## src/rtl/ctrl_pipeline_pkg.sv

```systemverilog
// Shared constants for the control-path pipeline:
// bundle bit positions, branch condition codes, pcsrc selects.
package ctrl_pipeline_pkg;

  localparam int CTRL_REGWRITE = 0;
  localparam int CTRL_MEMTOREG = 1;

  localparam logic [2:0] BR_BEQ  = 3'd0;
  localparam logic [2:0] BR_BNE  = 3'd1;
  localparam logic [2:0] BR_BLEZ = 3'd2;
  localparam logic [2:0] BR_BGTZ = 3'd3;
  localparam logic [2:0] BR_BLTZ = 3'd4;
  localparam logic [2:0] BR_BGEZ = 3'd5;

  localparam logic [1:0] PC_SEQ = 2'b00;
  localparam logic [1:0] PC_BR  = 2'b01;
  localparam logic [1:0] PC_J   = 2'b10;
  localparam logic [1:0] PC_JR  = 2'b11;

endpackage

```

## src/rtl/ctrl_pipeline_branch_cmp.sv

```systemverilog
// Branch condition evaluation on forwarded ID operands.
// Zero tests treat cmp_a as signed.
module branch_cmp
  import ctrl_pipeline_pkg::*;
#(
  parameter int DATA_W = 32
) (
  input  logic [DATA_W-1:0] cmp_a,
  input  logic [DATA_W-1:0] cmp_b,
  input  logic [2:0]        br_type,
  output logic              cond
);

  logic a_neg;
  logic a_zero;

  assign a_neg  = cmp_a[DATA_W-1];
  assign a_zero = (cmp_a == '0);

  always_comb begin
    cond = 1'b0;
    case (br_type)
      BR_BEQ:  cond = (cmp_a == cmp_b);
      BR_BNE:  cond = (cmp_a != cmp_b);
      BR_BLEZ: cond = a_neg | a_zero;
      BR_BGTZ: cond = ~a_neg & ~a_zero;
      BR_BLTZ: cond = a_neg;
      BR_BGEZ: cond = ~a_neg;
      default: cond = 1'b0;
    endcase
  end

endmodule

```

## src/rtl/ctrl_pipeline.sv

```systemverilog
// Control-path pipeline: ID hazard stall, branch/jump resolution,
// and STAGES registered stages with hold, bubble and flush.
module ctrl_pipeline
  import ctrl_pipeline_pkg::*;
#(
  parameter int DATA_W = 32,
  parameter int CTRL_W = 16,
  parameter int STAGES = 3
) (
  input  logic                     clk,
  input  logic                     rst,
  input  logic                     id_valid,
  input  logic [CTRL_W-1:0]        id_ctrl,
  input  logic [4:0]               id_dst,
  input  logic [4:0]               id_rs,
  input  logic [4:0]               id_rt,
  input  logic                     id_uses_rs,
  input  logic                     id_uses_rt,
  input  logic                     id_branch,
  input  logic                     id_jump,
  input  logic                     id_jr,
  input  logic [2:0]               id_br_type,
  input  logic [DATA_W-1:0]        cmp_a,
  input  logic [DATA_W-1:0]        cmp_b,
  input  logic [STAGES-1:0]        stall_in,
  input  logic [STAGES-1:0]        flush_in,
  output logic [STAGES*CTRL_W-1:0] ctrl_q,
  output logic [STAGES*5-1:0]      dst_q,
  output logic [STAGES-1:0]        valid_q,
  output logic                     id_stall,
  output logic                     br_taken,
  output logic [1:0]               pcsrc
);

  logic [STAGES-1:0] hold;
  logic [STAGES-1:0] q_valid;
  logic [CTRL_W-1:0] q_ctrl [STAGES];
  logic [4:0]        q_dst  [STAGES];
  logic [1:0]        match;
  logic              load_use;
  logic              br_haz;
  logic              cond;

  always_comb begin
    for (int i = 0; i < STAGES; i++) begin
      hold[i] = |(stall_in >> i);
    end
  end

  // A stage only produces a hazard if it really writes a nonzero reg
  always_comb begin
    for (int i = 0; i < 2; i++) begin
      match[i] = q_valid[i] && (q_dst[i] != 5'd0) &&
                 ((id_uses_rs && id_rs == q_dst[i]) ||
                  (id_uses_rt && id_rt == q_dst[i]));
    end
  end

  assign load_use = match[0] & q_ctrl[0][CTRL_MEMTOREG];
  assign br_haz   = (id_branch | id_jr) &
                    ((match[0] & q_ctrl[0][CTRL_REGWRITE]) |
                     (match[1] & q_ctrl[1][CTRL_MEMTOREG]));
  assign id_stall = (id_valid & (load_use | br_haz)) | (|stall_in);

  branch_cmp #(
    .DATA_W (DATA_W)
  ) u_cmp (
    .cmp_a   (cmp_a),
    .cmp_b   (cmp_b),
    .br_type (id_br_type),
    .cond    (cond)
  );

  assign br_taken = id_valid & id_branch & cond & ~id_stall;

  always_comb begin
    pcsrc = PC_SEQ;
    if (id_valid && !id_stall) begin
      priority case (1'b1)
        id_jr:    pcsrc = PC_JR;
        id_jump:  pcsrc = PC_J;
        br_taken: pcsrc = PC_BR;
        default:  pcsrc = PC_SEQ;
      endcase
    end
  end

  for (genvar g = 0; g < STAGES; g++) begin : g_stage
    if (g == 0) begin : g_first
      // A hazard-only stall turns into a bubble in EX
      always_ff @(posedge clk or posedge rst) begin
        if (rst) begin
          q_valid[g] <= 1'b0;
          q_ctrl[g]  <= '0;
          q_dst[g]   <= '0;
        end else if (flush_in[g]) begin
          q_valid[g] <= 1'b0;
          q_ctrl[g]  <= '0;
          q_dst[g]   <= '0;
        end else if (!hold[g]) begin
          if (id_stall || !id_valid) begin
            q_valid[g] <= 1'b0;
            q_ctrl[g]  <= '0;
            q_dst[g]   <= '0;
          end else begin
            q_valid[g] <= 1'b1;
            q_ctrl[g]  <= id_ctrl;
            q_dst[g]   <= id_dst;
          end
        end
      end
    end else begin : g_rest
      always_ff @(posedge clk or posedge rst) begin
        if (rst) begin
          q_valid[g] <= 1'b0;
          q_ctrl[g]  <= '0;
          q_dst[g]   <= '0;
        end else if (flush_in[g]) begin
          q_valid[g] <= 1'b0;
          q_ctrl[g]  <= '0;
          q_dst[g]   <= '0;
        end else if (!hold[g]) begin
          if (hold[g-1]) begin
            q_valid[g] <= 1'b0;
            q_ctrl[g]  <= '0;
            q_dst[g]   <= '0;
          end else begin
            q_valid[g] <= q_valid[g-1];
            q_ctrl[g]  <= q_ctrl[g-1];
            q_dst[g]   <= q_dst[g-1];
          end
        end
      end
    end

    assign ctrl_q[g*CTRL_W +: CTRL_W] = q_ctrl[g];
    assign dst_q[g*5 +: 5]            = q_dst[g];
    assign valid_q[g]                 = q_valid[g];
  end

endmodule

```

## config.mk

```make
export PLATFORM = sky130hd
export DESIGN_NAME = ctrl_pipeline
export DESIGN_NICKNAME = d
export VERILOG_FILES = /design/src/rtl/ctrl_pipeline_pkg.sv /design/src/rtl/ctrl_pipeline_branch_cmp.sv /design/src/rtl/ctrl_pipeline.sv
export SDC_FILE = /design/constraint.sdc
export NUM_CORES = 1
export LEC_CHECK = 0
export ABC_AREA = 1
export CORE_MARGIN = 2
export CORE_UTILIZATION = 30
export CTS_BUF_LIST = sky130_fd_sc_hd__clkbuf_4 sky130_fd_sc_hd__clkbuf_8
export DETAILED_ROUTE_END_ITERATION = 8
export RECOVER_POWER = 25
export REMOVE_ABC_BUFFERS = 1
export SETUP_SLACK_MARGIN = 0.15
export SLEW_MARGIN = 5
export SYNTH_ARGS = -nofsm -noshare
export SYNTH_HDL_FRONTEND = slang
export SYNTH_SLANG_ARGS = --single-unit
```

## constraint.sdc

```tcl
create_clock -name clk -period 2.05 [get_ports clk]
set_input_delay 0.205 -clock clk [delete_from_list [all_inputs] [get_ports clk]]
set_output_delay 0.205 -clock clk [all_outputs]
set_load 0.03 [all_outputs]
```

Word level (Yosys, flattened, before mapping)
Index checks and enable logic that the tools add are counted.

operators by class
  mux-type cells = 32
  bitwise logic cells = 17
  equal/unequal tests = 14
  reductions and logical operators = 20

operators with widths
  cell                count
  $mux 16             9
  $mux 5              9
  $eq 32x32->1        1
  $logic_not 32->1    1
  $ne 32x32->1        1
  $eq 5x5->1          4
  $mux 1              10
  $reduce_bool 5->1   2
  $and 1x1->1         9
  $logic_and 1x1->1   9
  $eq 3x2->1 const B  2
  $eq 3x3->1 const B  2
  $mux 2              3
  $pmux 1 s6          1
  $or 1x1->1          5
  $ne 2x2->1 const B  2
  $eq 3x1->1 const B  1
  $logic_not 3->1     1
  $logic_or 1x1->1    3
  $not 1->1           3
  $reduce_or 3->1     1
  $logic_not 1->1     2
  $ne 2x1->1 const B  1
  $reduce_or 2->1     1

storage, ports and cells
  output and inout port bits = 70
  flip-flop bits (word level) = 66
  bits of input ports = 112
  word-level logic and storage cells = 92

Logic depth before layout (Yosys ltp)
Gate-level depths: netlist (run 1).

  word-level depth = 16
  gate-level depth with buffers = 14
  mapped depth without buffers = 14

Cells and area by module
From an unflattened synthesis (run 1), not the netlist that was laid out.

unflattened totals
  cells, all modules = 501
  area total of the unflattened synthesis = 3,731.1 um^2

modules (own cells, without submodules)
  module         sequential area each (um^2)  times used  cells an instance  area an instance (um^2)
  ctrl_pipeline  1,651.6                      1           373                3,085.5
  branch_cmp     0.0                          1           128                645.6

Least setup slack after synthesis (run 1)
No wires, ideal clock.

  path kind = register to output
  start point = reg q_dst, in the netlist dst_q[7]
  end point = out pcsrc[1]
  slack = 196 ps
  data arrival time = 1,649 ps
  required time = 1,845 ps
  stages on the path, launching flop included = 9
  path buffers = 0
  path through = dfrtp_1 -> inv_1 -> o21ai_1 -> nor2_1 -> nand3_1 -> nand2_1 -> nand2_2 -> nand4_4 -> a21oi_1

on the way
  word-level cells in the longest chain between the ends = 13
  elaborated cells between the ends (all ways) = 17

ends and longest elaborated chain
  element                               line                                      text
  from (decl)                           ctrl_pipeline.sv:38                       logic [4:0] q_dst [STAGES];
  from (signal, indexed assignment)     ctrl_pipeline.sv:130                      q_dst[g] <= q_dst[g-1];
  $eq 5x5->1 (on tied branches)         ctrl_pipeline.sv:54, ctrl_pipeline.sv:55
  $logic_and 1x1->1 (on tied branches)  ctrl_pipeline.sv:54, ctrl_pipeline.sv:55
  $logic_or 1x1->1                      ctrl_pipeline.sv:54                       ((id_uses_rs && id_rs == q_dst[i]) ||
  $logic_and 1x1->1 *                   ctrl_pipeline.sv:53                       match[i] = q_valid[i] && (q_dst[i] != 5'd0) &&
  $and 1x1->1 *                         ctrl_pipeline.sv:62                       (match[1] & q_ctrl[1][CTRL_MEMTOREG]));
  $or 1x1->1 *                          ctrl_pipeline.sv:61                       ((match[0] & q_ctrl[0][CTRL_REGWRITE]) |
  $and 1x1->1 *                         ctrl_pipeline.sv:60                       assign br_haz = (id_branch | id_jr) &
  $or 1x1->1 *                          ctrl_pipeline.sv:63                       assign id_stall = (id_valid & (load_use | br_haz)) | (|stall_in);
  $and 1x1->1 *                         ctrl_pipeline.sv:63
  $or 1x1->1 *                          ctrl_pipeline.sv:63
  $logic_not 1->1 *                     ctrl_pipeline.sv:78                       if (id_valid && !id_stall) begin
  $logic_and 1x1->1 *                   ctrl_pipeline.sv:78
  $mux 2 *                              ctrl_pipeline.sv:78
  to (decl)                             ctrl_pipeline.sv:32                       output logic [1:0] pcsrc

Mark *: on every way between the ends. The rest lies on a longest branch, timed or not.

Worst setup path in the final report (run 1)
  start point = reg q_dst, in the netlist dst_q[6]
  end point = out br_taken

on the way
  word-level cells in the longest chain between the ends = 12
  elaborated cells between the ends (all ways) = 16

ends and longest elaborated chain
  element                               line                                      text
  $eq 5x5->1 (on tied branches)         ctrl_pipeline.sv:54, ctrl_pipeline.sv:55
  $logic_and 1x1->1 (on tied branches)  ctrl_pipeline.sv:54, ctrl_pipeline.sv:55
  $logic_or 1x1->1                      ctrl_pipeline.sv:54
  $logic_and 1x1->1 *                   ctrl_pipeline.sv:53
  $and 1x1->1 *                         ctrl_pipeline.sv:62
  $or 1x1->1 *                          ctrl_pipeline.sv:61
  $and 1x1->1 *                         ctrl_pipeline.sv:60
  $or 1x1->1 *                          ctrl_pipeline.sv:63
  $and 1x1->1 *                         ctrl_pipeline.sv:63
  $or 1x1->1 *                          ctrl_pipeline.sv:63
  $not 1->1 *                           ctrl_pipeline.sv:74                       assign br_taken = id_valid & id_branch & cond & ~id_stall;
  $and 1x1->1 *                         ctrl_pipeline.sv:74
  to (decl)                             ctrl_pipeline.sv:31                       output logic br_taken,

Marks and branches as above.

==> results of run 1 <==
## layout make-up
cell class | instances | area (um^2)
fill | 1219 | 6127
timing repair buffer | 217 | 2162
multi-input combinational | 341 | 1864
sequential | 66 | 1659
inverter | 112 | 425.4
tap | 172 | 215.2
clock buffer | 11 | 138.9
clock inverter | 5 | 78.83
## cells in the mapped netlist
master	count	area, um^2
inv_1	108	405.4
nand2_2	2	12.51
and2_0	1	6.260
or2_1	1	6.260
o21ai_0	9	45.04
nand3_1	32	160.2
o22ai_1	1	6.260
o32ai_1	22	192.7
o31ai_1	22	165.2
nand4_4	1	21.27
nor2_1	48	180.2
clkbuf_1	13	48.80
nand2_1	148	555.5
nor2_4	2	22.52
a31oi_1	1	6.260
inv_2	4	15.01
nand4_1	3	18.77
buf_1	1	3.750
o21ai_2	11	96.34
or2_0	1	6.260
buf_2	1	5.000
xor2_1	2	17.52
a21oi_1	3	15.01
clkbuf_2	1	5.000
o21ai_1	11	55.05
dfrtp_1	66	1652
buf_6	2	22.52
xnor2_1	14	122.6
and2_1	1	6.260
nor3_1	5	25.02
## timing repair
action / in CTS / in global routing
endpoints found under the setup margin: 4 / 25
gates cloned: 0 / 0
pin swaps: 17 / 41
buffers inserted: 12 / 9
resized for setup: 27 / 70
## sequential cells by signal (all words and copies together), names as in the netlist
register  flops
ctrl_q       48
valid_q       3
dst_q        15
## power groups by stage
| stage | clock, W | sequential (W) | combinational, W |
|---|---|---|---|
| finish | 0.00120 | 0.00132 | 0.000608 |
| global route | 0.00128 | 0.00132 | 0.000667 |
| CTS | 0.00123 | 0.00132 | 0.000604 |
| detailed placement | 0 | 0.00135 | 0.000599 |
| global placement | 0 | 0.00135 | 0.000592 |
| floorplan | 0 | 0.00137 | 0.000203 |
## worst paths after layout
kind / start / to / slack (ps) / cells past startpoint
worst max-delay path: dst_q[6] / br_taken / 60 / 11
worst min-delay path: id_dst[0] / dst_q[0] / 410 / 3
worst max register to register: dst_q[6] / ctrl_q[10] / 220 / 14
worst min register to register: ctrl_q[46] / ctrl_q[46] / 510 / 2
max in group asynchronous: rst / dst_q[1] / 360 / 3
min in group asynchronous: rst / ctrl_q[12] / 670 / 3
## metrics by stage
stage	TNS [ps]	total power, W	area (um^2)
floorplan	0	0.001570	3815
global placement	0	0.001938	5995
detailed placement	-33.42	0.001945	5995
CTS	0	0.003151	6329
global route	-182.1	0.003274	6544
finish	0	0.003127	6544
## routing by layer
| layer | share of wire (%) | routed length, um | GRT usage, % |
|---|---|---|---|
| met2 | 48 | 6536 | 32.23 |
| met5 | 0 | 0 | 0 |
| met3 | 8.4 | 1143 | 6.444 |
| met4 | 1.1 | 153 | 5.497 |
| met1 | 43 | 5827 | 23.67 |
## worst max-delay path: stages, from the launching register on
cell,delay (ps)
dfrtp_2,450
inv_2,90
nand2_1,60
nand2_1,70
nor2_1,50
nand3_1,70
nand2_2,80
nand2_4,80
nand4_4,110
nor2_4,130
and2_4,140
buf_6,120
## kinds of logic after synthesis
| group | Yosys count | synth area share [%] |
|---|---|---|
| AO/OA/AOI/OAI | 80 | 14.92 |
| AND/OR/NAND/NOR | 245 | 26.18 |
| XOR/XNOR | 16 | 3.593 |
| buffers and inverters | 130 | 12.96 |
| flip-flops | 66 | 42.35 |
==> flow_summary.toml, run 1 <==
[clock_network]
insertion_delay_ps = 330
clock-sinks = 66
ctsHoldBuffers = 0
clkTransAtPathRegs_ps = 70
cts_tree = "built"
cts_buffer_depth = 2
root_buffer = "clkbuf_8"
h-tree-depth = 3
cts-buffers-inserted = 9

[global_routing]
grt_util_all_layers_pct = 19.29
grt_pass1_vias = 4462
grt_max_degree = 67
antenna_found_initial = 0
grt_pass1_wl_um = 22000
grt_overflow = 0

[place]
dpl.hpwl_um = 9936
place_inst = 887
io_buffers = 181
preCtsSetupSlack_ps = -30.11
gp_congestion = 0.8809

[cells_and_area]
synthToLayoutAreaGrowth_pct = 67.79
fin_nets = 859
layout.cells.non_filler = 924
diodes = 0
final_cell_mix = "146 x clkdlybuf4s50_1, 132 x nand2_1, 96 x inv_1"
layout-drive-gt1-share_pct = 16.89
layout_commonest_cell = "clkdlybuf4s50_1"
finish.utilization_pct = 51.64

[timing]
slew_headroom_pct = 1.116
finClkSkew_ps = 9.924
tightest_slew_ps = 1483
post-route-period-util_pct = 97.29
setup_viol = 0
fmax_ghz = 0.5014
fin_ws_ps = 55.50
drv_slew = 0
hold_slack_ps = 411.4
min_period_ps = 1994
hold_violations = 0
rsz0062_at_grt = "true"

[routing]
drc_errors = 0
num_vias = 4217
wl_per_cell_um = 14.78
wl_um = 13660
via_per_inst = 4.564
dr.first_iter.drc_count = 222
drt_first_pass_iters = 6
ant_nets = 0

[pwr]
p_sw_w = 0.0007981
clkPwrFrac_pct = 38.3
p_int_w = 0.002329
swShare_pct = 25.52
vdd_drop_max_mv = 0.3696
power_leakage_nw = 3.138
seqPwrFrac_pct = 42.3
p_comb_share_pct = 19.4
p_per_area_mw_per_mm2 = 477.9

[synthesis]
ys_ff_latch = 66
synth.distinct_cells = 30
synth-seq-area-share_pct = 42.35
syn_area_mm2 = 0.003900
avgSynthCellArea_um2 = 7.263
syn_inst = 537
ys_warn_count = 0

[worst_setup_path]
cp.arrival_ps = 1790
cp-end-kind = "output pin"
crit_fanout = 5
worstSetupPathType = "register to output pin"
cp-start-kind = "register"
required_ps = 1850

[run]
maxCapViolations = 0

[die]
dieArea_mm2 = 0.01393
start_util_pct = 30.78
rows = 41
core_mm2 = 0.01267
io_pins = 182
dieWidth_um = 118.0
die_h_um = 118.0

[outcome]
status = "complete, no violations"

[hold_path]
hold_path.class = "primary input to register"
(Power assumes the default switching activity.)
==> run 2: changes to the inputs <==
--- a/config.mk
+++ b/config.mk
@@ -6,6 +6,7 @@
 export NUM_CORES = 1
 export LEC_CHECK = 0
 export ABC_AREA = 1
+export CAP_MARGIN = 20
 export CORE_MARGIN = 2
 export CORE_UTILIZATION = 30
 export CTS_BUF_LIST = sky130_fd_sc_hd__clkbuf_4 sky130_fd_sc_hd__clkbuf_8
==> constraint.sdc (replaced) <==
create_clock -name clk -period 2.2 [get_ports clk]
set_input_delay 0.22 -clock clk [delete_from_list [all_inputs] [get_ports clk]]
set_output_delay 0.22 -clock clk [all_outputs]
set_load 0.03 [all_outputs]
==> flow_summary.toml, run 2 (same netlist as run 1, synthesis figures left out) <==
[timing]
hold_violations = 0
setup_viol = 0
drv_slew = 0
tightest_slew_ps = 713.4
min_period_ps = 2031
fmax_ghz = 0.4923
rsz0062_at_grt = "true"
post-route-period-util_pct = 92.32
finClkSkew_ps = 9.990
fin_setup_tns_ps = 0
slew_headroom_pct = 52.39

[global_routing]
grt_overflow = 0
grt_max_degree = 67
grt_util_all_layers_pct = 19.22
antenna_found_initial = 0
grt_pass1_wl_um = 21780
grt_pass1_vias = 4393

[worst_setup_path]
ff2ff_setup_slack_ps = 360
worstSetupPathType = "primary input to output pin"
cp.arrival_ps = 1810
required_ps = 1980
crit_fanout = 3
cp-end-kind = "output pin"
cp-start-kind = "primary input"

[routing]
via_per_inst = 4.603
route.met2.wl_um = 6356
wl_um = 13520
met1Wirelength_um = 5888
dr.first_iter.drc_count = 247
top_layer_used = "met4"
wl_per_cell_um = 14.84
ant_nets = 0
drt_first_pass_iters = 4
drc_errors = 0
num_vias = 4193
wl_met3_um = 1087

[die]
dieArea_mm2 = 0.01393
rows = 41
start_util_pct = 30.78
dieWidth_um = 118.0
io_pins = 182
core_mm2 = 0.01267
die_h_um = 118.0

[pwr]
p_int_w = 0.002216
swShare_pct = 25.22
seqPwrFrac_pct = 41.5
power_leakage_nw = 3.304
clkPwrFrac_pct = 39.6
p_sw_w = 0.0007476
finalPower_w = 0.002964
p_per_area_mw_per_mm2 = 456.9
vdd_drop_max_mv = 0.3749
p_comb_share_pct = 18.8

[cells_and_area]
layout-drive-gt1-share_pct = 13.13
fin_nets = 846
fill_cells = 1233
final_cell_mix = "144 x nand2_1, 127 x clkdlybuf4s50_1, 96 x inv_1"
register_area_mm2 = 0.001659
multi_input_area_mm2 = 0.001799
synthToLayoutAreaGrowth_pct = 66.35
fin_area_mm2 = 0.006487
diodes = 0
largest_reg_flops = 48
layout_commonest_cell = "nand2_1"

[clock_network]
root_buffer = "clkbuf_8"
cts_tree = "built"
h-tree-depth = 3
cts-buffers-inserted = 9
cts_buffer_depth = 2
clock-sinks = 66
insertion_delay_ps = 340
clkTransAtPathRegs_ps = 70

[hold_path]
hold_path.class = "primary input to async pin"

[place]
io_buffers = 181
dpl.hpwl_um = 9844
gp_congestion = 0.8561
placed_area_mm2 = 0.005964

[outcome]
status = "complete, no violations"

[run]
maxCapViolations = 0
run 2: layout make-up:
cell class / count / area share (%)
repair buffers: 204 / 33.27
clock inverters: 4 / 1.138
well taps: 172 / 3.317
multi-input cells: 341 / 27.73
flip-flops and latches: 66 / 25.57
clock buffers: 12 / 2.449
inverters: 112 / 6.519
run 2: final timing paths:
check,from,end,cells after the start
worst max register to register,dst_q[6],dst_q[4],14
min in group clk,id_ctrl[11],ctrl_q[11],3
max in group asynchronous,rst,dst_q[4],3
worst min register to register,ctrl_q[46],ctrl_q[46],2
worst min-delay path,rst,ctrl_q[12],3
worst max-delay path,id_jr,br_taken,12
run 2: critical path: stages:
cell             delay (ps)
clkdlybuf4s50_1         480
inv_1                    60
nand2_1                 100
nand2_1                  60
nand2_1                  60
nand2_1                  70
a31oi_1                 200
nand2_2                 110
nand4_4                 110
nor2_2                   50
and2_1                  160
buf_6                   140
run 2: metal layers:
layer	vias to the layer above	global-route usage (%)
met5	-	0
met4	0	4.669
met1	1955	24.09
met3	14	7.219
li1	2089	-
met2	135	31.32
run 2: power groups by stage:
stage,Sequential [W],Clock (W),Combinational [W]
final,0.00123,0.00117,0.000558
after global routing,0.00123,0.00126,0.000613
after CTS,0.00123,0.00120,0.000563
after detailed placement,0.00125,0,0.000558
after global placement,0.00125,0,0.000550
after floorplan,0.00127,0,0.000189
run 2: what timing repair did:
item                       CTS  global route
hold buffers                 0             0
setup endpoints to repair    3             4
pin swaps                    5            36
gates resized for setup     10            80
buffers inserted             5             7
run 2: per-stage QoR:
stage / hold WS, ps / std cells / worst slack (ps) / utilization (%)
after floorplan: 318.2 / 519 / 325.2 / -
after global placement: 490.6 / 883 / 119.7 / 47.07
after detailed placement: 500.9 / 883 / 87.92 / 47.07
after CTS: 278.3 / 904 / 136.6 / 49.31
after global routing: 425.1 / 911 / 54.53 / 51.20
final: 414.7 / 911 / 168.9 / 51.20
==> run 3: changes to the inputs <==
--- a/config.mk
+++ b/config.mk
@@ -7,10 +7,11 @@
 export LEC_CHECK = 0
 export ABC_AREA = 1
 export CAP_MARGIN = 20
-export CORE_MARGIN = 2
-export CORE_UTILIZATION = 30
+export CORE_MARGIN = 3
+export CORE_UTILIZATION = 43
 export CTS_BUF_LIST = sky130_fd_sc_hd__clkbuf_4 sky130_fd_sc_hd__clkbuf_8
 export DETAILED_ROUTE_END_ITERATION = 8
+export PLACE_DENSITY = 0.83
 export RECOVER_POWER = 25
 export REMOVE_ABC_BUFFERS = 1
 export SETUP_SLACK_MARGIN = 0.15
==> flow_summary.toml, run 3 (same netlist as run 1, synthesis figures left out) <==
[die]
start_util_pct = 44.50
rows = 34
io_pins = 182
core_mm2 = 0.008763
die_h_um = 101.2
dieWidth_um = 101.2
dieArea_mm2 = 0.01025

[timing]
tightest_slew_ps = 1574
slew_headroom_pct = -4.950
rsz0062_at_grt = "true"
fin_setup_tns_ps = 0
fin_ws_ps = 153.9
post-route-period-util_pct = 93.00
hold_slack_ps = 426.9
drv_slew = 67
finClkSkew_ps = 10.62
hold_violations = 0
fmax_ghz = 0.4887
min_period_ps = 2046
setup_viol = 0

[clock_network]
insertion_delay_ps = 340
cts_tree = "built"
h-tree-depth = 3
clkTransAtPathRegs_ps = 70
cts-buffers-inserted = 9
clock-sinks = 66
cts_buffer_depth = 2
root_buffer = "clkbuf_8"

[global_routing]
grt_max_degree = 67
grt_pass1_vias = 4490
grt_util_all_layers_pct = 25.27
antenna_found_initial = 0
grt_pass1_wl_um = 20840
grt_overflow = 0

[worst_setup_path]
cp-end-kind = "output pin"
worstSetupPathType = "primary input to output pin"
crit_fanout = 4
cp-start-kind = "primary input"
ff2ff_setup_slack_ps = 470
required_ps = 1980
cp.arrival_ps = 1830

[pwr]
vdd_drop_max_mv = 0.6175
clkPwrFrac_pct = 34.2
seqPwrFrac_pct = 45.5
power_leakage_nw = 3.049
swShare_pct = 27.44
p_sw_w = 0.0007421
p_comb_share_pct = 20.2
p_per_area_mw_per_mm2 = 432.8
p_int_w = 0.001963

[routing]
wl_um = 13100
dr.first_iter.drc_count = 162
ant_nets = 0
drc_errors = 0
wl_per_cell_um = 15.50
drt_first_pass_iters = 5
num_vias = 4321
via_per_inst = 5.114

[cells_and_area]
layout_commonest_cell = "clkdlybuf4s50_1"
fin_nets = 845
final_cell_mix = "150 x clkdlybuf4s50_1, 146 x nand2_1, 93 x inv_1"
diodes = 0
finish.utilization_pct = 71.32
synthToLayoutAreaGrowth_pct = 60.25
largest_reg_flops = 48
layout.cells.non_filler = 845
layout-drive-gt1-share_pct = 13.03

[place]
gp_congestion = 0.8932
dpl.hpwl_um = 9831
place_inst = 817
preCtsSetupSlack_ps = 104.0
io_buffers = 181

[outcome]
violations = "capacitance limit, slew limit"
status = "complete, but fails checks"

[hold_path]
hold_path.class = "primary input to register"

[run]
maxCapViolations = 1
run 3: final cells by class:
class	instances	area (um^2)
timing repair buffer	203	2056
multi-input combinational	341	1800
tap	108	135.1
sequential	66	1657
clock buffer	11	151.4
fill	704	2514
clock inverter	4	27.53
inverter	112	422.9
run 3: power groups by stage:
stage                     Sequential, W  Combinational (W)  Clock (W)
after floorplan                 0.00127           0.000189          0
after global placement          0.00125           0.000528          0
after detailed placement        0.00125           0.000541          0
after CTS                       0.00123           0.000546   0.000932
after global routing            0.00123           0.000597   0.000994
final                           0.00123           0.000547   0.000926
run 3: critical path, cell delays in order:
cell and delay [ps]:
clkdlybuf4s50_1 530, inv_1 70, o21ai_0 140, nor2_1 70, nand3_1 80, nand2_1 70
nand2_2 90, nand4_4 130, nor2_4 140, nand3_2 80, nand2_2 80, buf_6 120
run 3: timing repair:
action                                  CTS  global route
hold buffers                              0             0
pin swaps                                 1            33
gates resized for setup                  10            64
setup buffers                             6             7
endpoints found under the setup margin    2             4
run 3: stage by stage:
stage | total power (W) | area [um^2]
after global placement | 0.001781 | 5844
after global routing | 0.002824 | 6250
after floorplan | 0.001463 | 3815
after CTS | 0.002709 | 6075
final | 0.002705 | 6250
after detailed placement | 0.001795 | 5844
run 3: path summary, 6_finish.rpt:
| kind | depth (start not counted) | endpoint | start |
|---|---|---|---|
| setup / recovery | 12 | pcsrc[0] | id_rt[3] |
| hold / removal | 3 | dst_q[1] | id_dst[1] |
| setup reg to reg | 13 | dst_q[4] | dst_q[5] |
| hold reg to reg | 2 | dst_q[14] | dst_q[14] |
| max in group asynchronous | 3 | dst_q[9] | rst |
| min in group asynchronous | 3 | ctrl_q[15] | rst |
run 3: layer usage:
layer | share of wire (%) | wire length, um | global-route usage, %
met2 | 50 | 6540 | 44.22
met3 | 10 | 1305 | 8.747
met1 | 38 | 4981 | 28.63
met5 | 0 | 0 | 0
met4 | 2.0 | 268 | 8.793
